`src/rtl/sample_store.sv`:
```
// sample_store
//   Training-sample buffer feeding the neuron datapath. Samples (x1, x2, t)
//   are written in while in LOAD, then replayed one per init/next handshake
//   while in SERVE, with EOF marking the end of each epoch.
//
// Ports
//   clk       rising-edge clock
//   rst       asynchronous reset, active-high
//   clear     empty the store and return to LOAD
//   wr_en     write request, accepted only when wr_ready=1
//   wr_x1     sample feature 1 (XW bits, two's complement)
//   wr_x2     sample feature 2 (XW bits, two's complement)
//   wr_t      sample target (TW bits, 2'b01=+1, 2'b11=-1)
//   wr_ready  store is in LOAD and not full
//   init      start / restart an epoch
//   next      advance to the next sample
//   x1,x2,t   current sample, registered
//   valid     x1/x2/t hold a stored sample
//   EOF       epoch exhausted, or store empty
//   count     number of stored samples (AW+1 bits)

module sample_store #(
  parameter int DEPTH = 64,
  parameter int AW    = 6,
  parameter int XW    = 7,
  parameter int TW    = 2
) (
  input  logic          clk,
  input  logic          rst,
  input  logic          clear,
  input  logic          wr_en,
  input  logic [XW-1:0] wr_x1,
  input  logic [XW-1:0] wr_x2,
  input  logic [TW-1:0] wr_t,
  output logic          wr_ready,
  input  logic          init,
  input  logic          next,
  output logic [XW-1:0] x1,
  output logic [XW-1:0] x2,
  output logic [TW-1:0] t,
  output logic          valid,
  output logic          EOF,
  output logic [AW:0]   count
);

  localparam int SW = 2*XW + TW;
  localparam logic [AW:0] DEPTH_C = (AW+1)'(DEPTH);

  typedef enum logic {LOAD, SERVE} state_t;

  state_t        state;
  state_t        state_nxt;
  logic [SW-1:0] mem [DEPTH];
  logic [AW-1:0] wr_ptr;
  logic [AW:0]   rd_ptr;

  logic          do_write;
  logic          do_rewind;
  logic          do_advance;
  logic          do_finish;
  logic          store_empty;

  assign store_empty = (count == '0);

  // State register.
  always_ff @(posedge clk or posedge rst) begin
    if (rst) begin
      state <= LOAD;
    end else begin
      state <= state_nxt;
    end
  end

  // Next-state logic: clear always wins; an epoch can only start once
  // something has been loaded. SERVE is left only through clear or reset.
  always_comb begin
    state_nxt = state;
    if (clear) begin
      state_nxt = LOAD;
    end else if (state == LOAD && init && !store_empty) begin
      state_nxt = SERVE;
    end
  end

  // Output / control decode. Priority is clear > init > next > wr_en, so
  // each lower-priority action is masked by everything above it.
  always_comb begin
    wr_ready   = (state == LOAD) && (count < DEPTH_C);
    do_rewind  = !clear && init && !store_empty;
    do_write   = !clear && !init && (state == LOAD) && wr_en && wr_ready;
    do_advance = !clear && !init && (state == SERVE) && next && !EOF &&
                 (rd_ptr < count);
    do_finish  = !clear && !init && (state == SERVE) && next && !EOF &&
                 (rd_ptr == count);
  end

  // Sample array. Contents are deliberately not reset; count and the
  // pointers define which slots are meaningful.
  always_ff @(posedge clk) begin
    if (do_write) begin
      mem[wr_ptr] <= {wr_x1, wr_x2, wr_t};
    end
  end

  // Pointers, count and the registered sample outputs. rd_ptr always points
  // at the slot that the next 'next' will present, so a rewind shows slot 0
  // and leaves rd_ptr at 1.
  always_ff @(posedge clk or posedge rst) begin
    if (rst) begin
      wr_ptr <= '0;
      rd_ptr <= '0;
      count  <= '0;
      x1     <= '0;
      x2     <= '0;
      t      <= '0;
      valid  <= 1'b0;
      EOF    <= 1'b1;
    end else if (clear) begin
      wr_ptr <= '0;
      rd_ptr <= '0;
      count  <= '0;
      x1     <= '0;
      x2     <= '0;
      t      <= '0;
      valid  <= 1'b0;
      EOF    <= 1'b1;
    end else if (do_rewind) begin
      {x1, x2, t} <= mem[0];
      rd_ptr      <= (AW+1)'(1);
      valid       <= 1'b1;
      EOF         <= 1'b0;
    end else if (do_advance) begin
      {x1, x2, t} <= mem[rd_ptr[AW-1:0]];
      rd_ptr      <= rd_ptr + (AW+1)'(1);
    end else if (do_finish) begin
      EOF <= 1'b1;
    end else if (do_write) begin
      wr_ptr <= wr_ptr + AW'(1);
      count  <= count + (AW+1)'(1);
    end
  end

endmodule

```
`config.mk`:
```
export PLATFORM = sky130hd
export DESIGN_NAME = sample_store
export DESIGN_NICKNAME = d
export VERILOG_FILES = /design/src/rtl/sample_store.sv
export SDC_FILE = /design/constraint.sdc
export NUM_CORES = 1
export LEC_CHECK = 0
export CAP_MARGIN = 20
export CORE_MARGIN = 1
export CORE_UTILIZATION = 30
export CTS_CLUSTER_DIAMETER = 100
export DETAILED_ROUTE_END_ITERATION = 10
export HOLD_SLACK_MARGIN = 0.12
export PLACE_DENSITY = 0.5
export SYNTH_ARGS = -nofsm -noshare
export SYNTH_HDL_FRONTEND = slang
export SYNTH_SLANG_ARGS = --single-unit
```
`constraint.sdc`:
```
create_clock -name clk -period 3 [get_ports clk]
set_input_delay 0.6 -clock clk [delete_from_list [all_inputs] [get_ports clk]]
set_output_delay 0.6 -clock clk [all_outputs]
set_load 0.03 [all_outputs]
```
* Word level (Yosys, flattened, before mapping)
Memory sizes are Yosys's and may differ from the RTL's.
Cells that the tools add are included.
** Word-level totals
- Flip-flop bits (word level) :: 39
- Memory bits (writable) :: 1024
- Input port bits :: 22
- Logic and storage cells :: 79
- Memories :: 1
** Operators by class
- Add/sub/neg operators :: 3
- Order comparisons :: 2
- Eq/ne operators :: 5
- Mux-type cells :: 32
- Bitwise gates (word level) :: 1
- Reduce and logical (&&, ||, !) cells :: 26
** Memories
- mem :: words 64, width 16, rd ports 2, clocked after Yosys merged registers in 0, wr ports 1, line 53 : logic [SW-1:0] mem [DEPTH];
** Operator list (count)
- 7-bit 2-to-1 mux :: 14
- 6-bit 2-to-1 mux :: 5
- 7-bit by 1-bit adder with 7-bit output, second input constant :: 2
- 1-bit logical AND :: 14
- 1-bit 2-to-1 mux :: 10
- 7-bit == test :: 1
- 7-bit zero test :: 1
- 7-bit < comparator :: 1
- 7-bit < comparator, second input constant :: 1
- 6-bit by 1-bit adder with 6-bit output, second input constant :: 1
- 2-bit 2-to-1 mux :: 3
- 2-bit inequality test, second input constant :: 3
- 2-bit nonzero test :: 3
- 3-bit nonzero test :: 2
- 1-bit zero test :: 4
- 4-bit AND reduction :: 1
- 3-bit inequality test, second input constant :: 1
- 2-bit AND reduction :: 1
- 1-bit NOT :: 1

* Logic depth before layout (Yosys ltp)
- Depth in word-level cells :: 10
- Depth in mapped cells :: 13
- Gate-level depth less buffers :: 8

* Worst setup path after synthesis
OpenSTA, ideal clock, no wires.
- Kind :: register -> register
- Start :: register count[6]
- End :: memory mem[0][0] (netlist bit) (enable)
- Library setup time :: 430 ps
- Arrival :: 3415 ps
- Required time :: 2570 ps
- Slack :: -846 ps
- Stages on the path, launching flop included :: 6
- Buffers on the path :: 1
- Path through :: dfrtp_1 > nor2_1 > and3_1 > clkbuf_1 > nand3b_1 > nor4_1
** On the way
- Longest elaborated chain between the ends :: 5
** Ends and longest elaborated chain
- start: declaration :: line 43 : output logic [AW:0] count
- start signal: assignment :: line 139 : count <= count + (AW+1)'(1);
- 7-bit < comparator :: line 88 : wr_ready = (state == LOAD) && (count < DEPTH_C);
- 1-bit logical AND :: line 88
- named net wr_ready :: line 35 : output logic wr_ready,
- 1-bit logical AND :: line 90 : do_write = !clear && !init && (state == LOAD) && wr_en && wr_ready;
- 1-bit 2-to-1 mux :: line 100 : if (do_write) begin
- 1-bit 2-to-1 mux (implied by the code) :: line 101 : mem[wr_ptr] <= {wr_x1, wr_x2, wr_t};
- end: declaration :: line 53
The timed path passes the listed nets, and every way through them passes these cells.

* Final worst setup path
- Start :: register rd_ptr[0]
- End :: register x1[2]
** On the way
- Longest elaborated chain between the ends :: 4
- Elaborated cells on any way between the ends :: 7
- Classes of those cells :: order compare (1); mux (3); reduce/logical (2); memory (1)
** Ends and longest elaborated chain
- start: declaration :: line 55 : logic [AW:0] rd_ptr;
- start signal: assignment :: line 129 : rd_ptr <= (AW+1)'(1);
- start signal: assignment :: line 134 : rd_ptr <= rd_ptr + (AW+1)'(1);
- memory read 64 x 16 bit
- 7-bit 2-to-1 mux :: line 132 : end else if (do_advance) begin
- 7-bit 2-to-1 mux :: line 127 : end else if (do_rewind) begin
- 7-bit 2-to-1 mux :: line 118 : end else if (clear) begin
- end signal: assignment :: line 128 : {x1, x2, t} <= mem[0];
- end signal: assignment :: line 133 : {x1, x2, t} <= mem[rd_ptr[AW-1:0]];
- end: declaration :: line 38 : output logic [XW-1:0] x1,
Several ways; a longest one is shown, not always the timed one. The select of a mux whose other input is x is not followed.
A chain may end at the register's enable or synchronous reset.

==> flow_summary.json <==
{
  "post-dp-hpwl_um": 71510,
  "rsz_0062_raised_after_global_routing": "false",
  "route.antenna.remaining_nets": 0,
  "syn_area_per_cell_um2": 20.77,
  "first_pass_iters": 6,
  "worstPathArrival_ns": 3.39,
  "period_utilization_pct": 93.92,
  "ys_seq_area_share_pct": 76.73,
  "max-vdd-ir-drop_mv": 0.5055,
  "crit_fanout": 20,
  "via_count_of_the_first_global_routing_pass": 21410,
  "top_level_ports": 48,
  "maxCapViolCount": 0,
  "via_count": 20810,
  "drt_drc_violations_left": 0,
  "leakage_dissipation_uw": 0.01518,
  "clock.fmax_mhz": 354.9,
  "r2r_slack_ns": 0.18,
  "post_synth_xor_area_fraction_pct": 0.2330,
  "layout.cells.non_filler": 4117,
  "synthesis.yosys.warnings": 0,
  "report.final.hold_viol_count": 0,
  "layout_commonest_cell": "sky130_fd_sc_hd__edfxtp_1",
  "clock_path_buffers": 3,
  "synth.net_count": 2024,
  "holdCritPathClass": "input port to asynchronous set/reset pin",
  "asyncSetResetFlopFracSynth_pct": 3.669,
  "routed_wire_length_per_instance_um": 26.94,
  "post_synth_mux_area_share_pct": 14.81,
  "period_minus_slack_ns": 2.818,
  "dpl.cell_count": 3913,
  "grt_antenna_before_repair": 4,
  "cts_max_level": 3,
  "cts-buffers-inserted": 109,
  "final_max_slew_viol_count": 0,
  "vias_per_cell": 5.055,
  "row_count": 135,
  "required_ns": 3.57,
  "totalPowerFinal_uw": 31000,
  "route.final.wire_length_um": 110900,
  "clock_sink_count": 1063,
  "starting_utilization_of_the_core_area_pct": 30.37,
  "synth-edff-count": 1024,
  "post_synth_fa_ha_maj_area_fraction_pct": 0.3328,
  "post_synth_inst_count": 1991,
  "timing.clock.skew_ns": 0.03490,
  "synth_compound_area_share_pct": 3.017,
  "netlist_area_um2": 41350,
  "finalSetupViolCount": 0,
  "power-per-cell-area_nw_per_um2": 624.0,
  "die_w_um": 373.3,
  "slew-limit-headroom_pct": 41.38,
  "setup.worst_path.class": "flop to flop",
  "globalplace.congestion": 0.8521,
  "die_area_um2": 139300,
  "clock_transition_at_the_registers_of_the_reported_paths_ns": 0.06,
  "cp_capture_type": "flop",
  "groute.usage.overall_pct": 15.83,
  "tightest_slew_ns": 0.8793,
  "core_area_um2": 136100,
  "insertion_delay_of_the_later_clocked_pin_in_the_worst_skew_pair_ns": 0.69,
  "synth_top_family_by_area": "multiplexers",
  "global_route_wire_length_before_repair_um": 158800,
  "layout_common_cells": "sky130_fd_sc_hd__edfxtp_1 (1024), sky130_fd_sc_hd__mux4_2 (235), sky130_fd_sc_hd__clkbuf_16 (114), sky130_fd_sc_hd__buf_4 (112), sky130_fd_sc_hd__buf_12 (89)",
  "cts_tree": "yes",
  "clockRootBuffer": "sky130_fd_sc_hd__clkbuf_16",
  "dp_worst_setup_slack_ns": 0.06738,
  "outcome": "completed",
  "postSynth.topFlopCell": "sky130_fd_sc_hd__edfxtp_1",
  "grt_max_degree": 65,
  "nets": 2277,
  "synth-simple-area-share_pct": 3.377,
  "setup_slack_ns": 0.1823,
  "synth_seq_cells": 1063,
  "cp-start-kind": "flop",
  "initialDrtViolationCount": 2062,
  "synth_cell_types": 58,
  "port-buffer-count": 47,
  "grt-ovfl-total": 0,
  "fraction_of_final_layout_cells_with_drive_strength_greater_than_1_pct": 27.84,
  "die_y_um": 373.3,
  "syn_to_final_growth_pct": 20.14
}
## flip-flops by register name, summed over array words and instances, names as in the netlist
signal / count
EOF: 1
count: 7
mem: 1024
rd_ptr: 7
state: 1
t: 2
valid: 1
wr_ptr: 6
x1: 7
x2: 7
## cells by family (layout without fill, tap and decap cells)
kind of cell / Yosys count / in the layout
AND/OR/NAND/NOR: 293 / 293
adder cells (fa/ha/maj): 11 / 11
buffers and inverters: 118 / 462
multiplexers: 317 / 317
AO/OA/AOI/OAI: 178 / 178
XOR/XNOR: 11 / 11
flip-flops: 1063 / 1063
other: 0 / 1
## worst paths after layout
kind                       cells past startpoint          to      start
setup / recovery                               8       x1[2]  rd_ptr[0]
hold / removal                                 2       x2[2]        rst
setup reg to reg                               8       x1[2]  rd_ptr[0]
hold reg to reg                                1   rd_ptr[6]  rd_ptr[6]
max in group asynchronous                      3       state        rst
min in group clk                               1  mem[10][1]    wr_t[1]
## report_power, final
part | switching [uW] | leakage (uW) | internal [uW] | total (uW)
Combinational | 686 | 0.00371 | 439 | 1120
Clock | 5630 | 0.00174 | 7910 | 13500
Sequential | 42.7 | 0.00973 | 16300 | 16300
Total | 6360 | 0.0152 | 24600 | 31000
## per-layer routing
| layer | vias up | wire [um] | GRT usage (%) |
|---|---|---|---|
| met1 | 11250 | 48590 | 22.02 |
| met5 | - | 0 | 0 |
| met2 | 623 | 53660 | 25.69 |
| li1 | 8809 | - | - |
| met4 | 0 | 2471 | 4.356 |
| met3 | 130 | 6194 | 2.545 |
## worst max-delay path, stage by stage, from the launching register on
cell and delay, ns:
sky130_fd_sc_hd__dfrtp_4 0.50, sky130_fd_sc_hd__buf_12 0.19, sky130_fd_sc_hd__buf_4 0.34, sky130_fd_sc_hd__nor2b_1 0.59, sky130_fd_sc_hd__a22oi_1 0.31, sky130_fd_sc_hd__a31oi_1 0.24, sky130_fd_sc_hd__o21ai_0 0.16, sky130_fd_sc_hd__nor3_1 0.25
sky130_fd_sc_hd__o2bb2ai_1 0.09
## repair_timing
action / CTS / global route
setup buffers: 0 / 0
endpoints found under the setup margin: 0 / 0
hold buffers: 1 / 0
hold endpoints to repair: 1 / 0
resized for setup: 0 / 0
## synthesized netlist by cell type, types with 23 or more instances
cell	number	area share (%)
sky130_fd_sc_hd__dfrtp_1	38	2.3
sky130_fd_sc_hd__mux2i_1	75	1.8
sky130_fd_sc_hd__edfxtp_1	1024	74
sky130_fd_sc_hd__nor2_1	99	0.90
sky130_fd_sc_hd__nand2_1	77	0.70
sky130_fd_sc_hd__buf_2	40	0.48
sky130_fd_sc_hd__buf_4	23	0.42
sky130_fd_sc_hd__clkbuf_1	33	0.30
sky130_fd_sc_hd__a21oi_1	33	0.40
sky130_fd_sc_hd__nand4_1	23	0.35
sky130_fd_sc_hd__mux4_2	235	13
sky130_fd_sc_hd__a22oi_1	54	0.98
## stage by stage
stage               TNS [ns]  cell area [um^2]  hold slack [ns]  utilization [%]
finish                     0             49680           0.3867            36.49
global route               0             49680           0.4233            36.49
CTS                        0             49680           0.3689            36.49
detailed placement         0             46090           0.5107            33.85
global placement           0             46090           0.4700            33.85
floorplan             -48.38             41380           0.4491                -
## layout make-up
type | instances | area [um^2]
Antenna cell | 1 | 2.502
Clock inverter | 63 | 615.6
Fill cell | 12510 | 86460
Sequential cell | 1063 | 31740
Timing Repair Buffer | 249 | 3023
Tap cell | 1781 | 2228
Inverter | 11 | 41.29
Multi-Input combinational cell | 810 | 9064
Clock buffer | 139 | 2967
(Power assumes the default switching activity.)
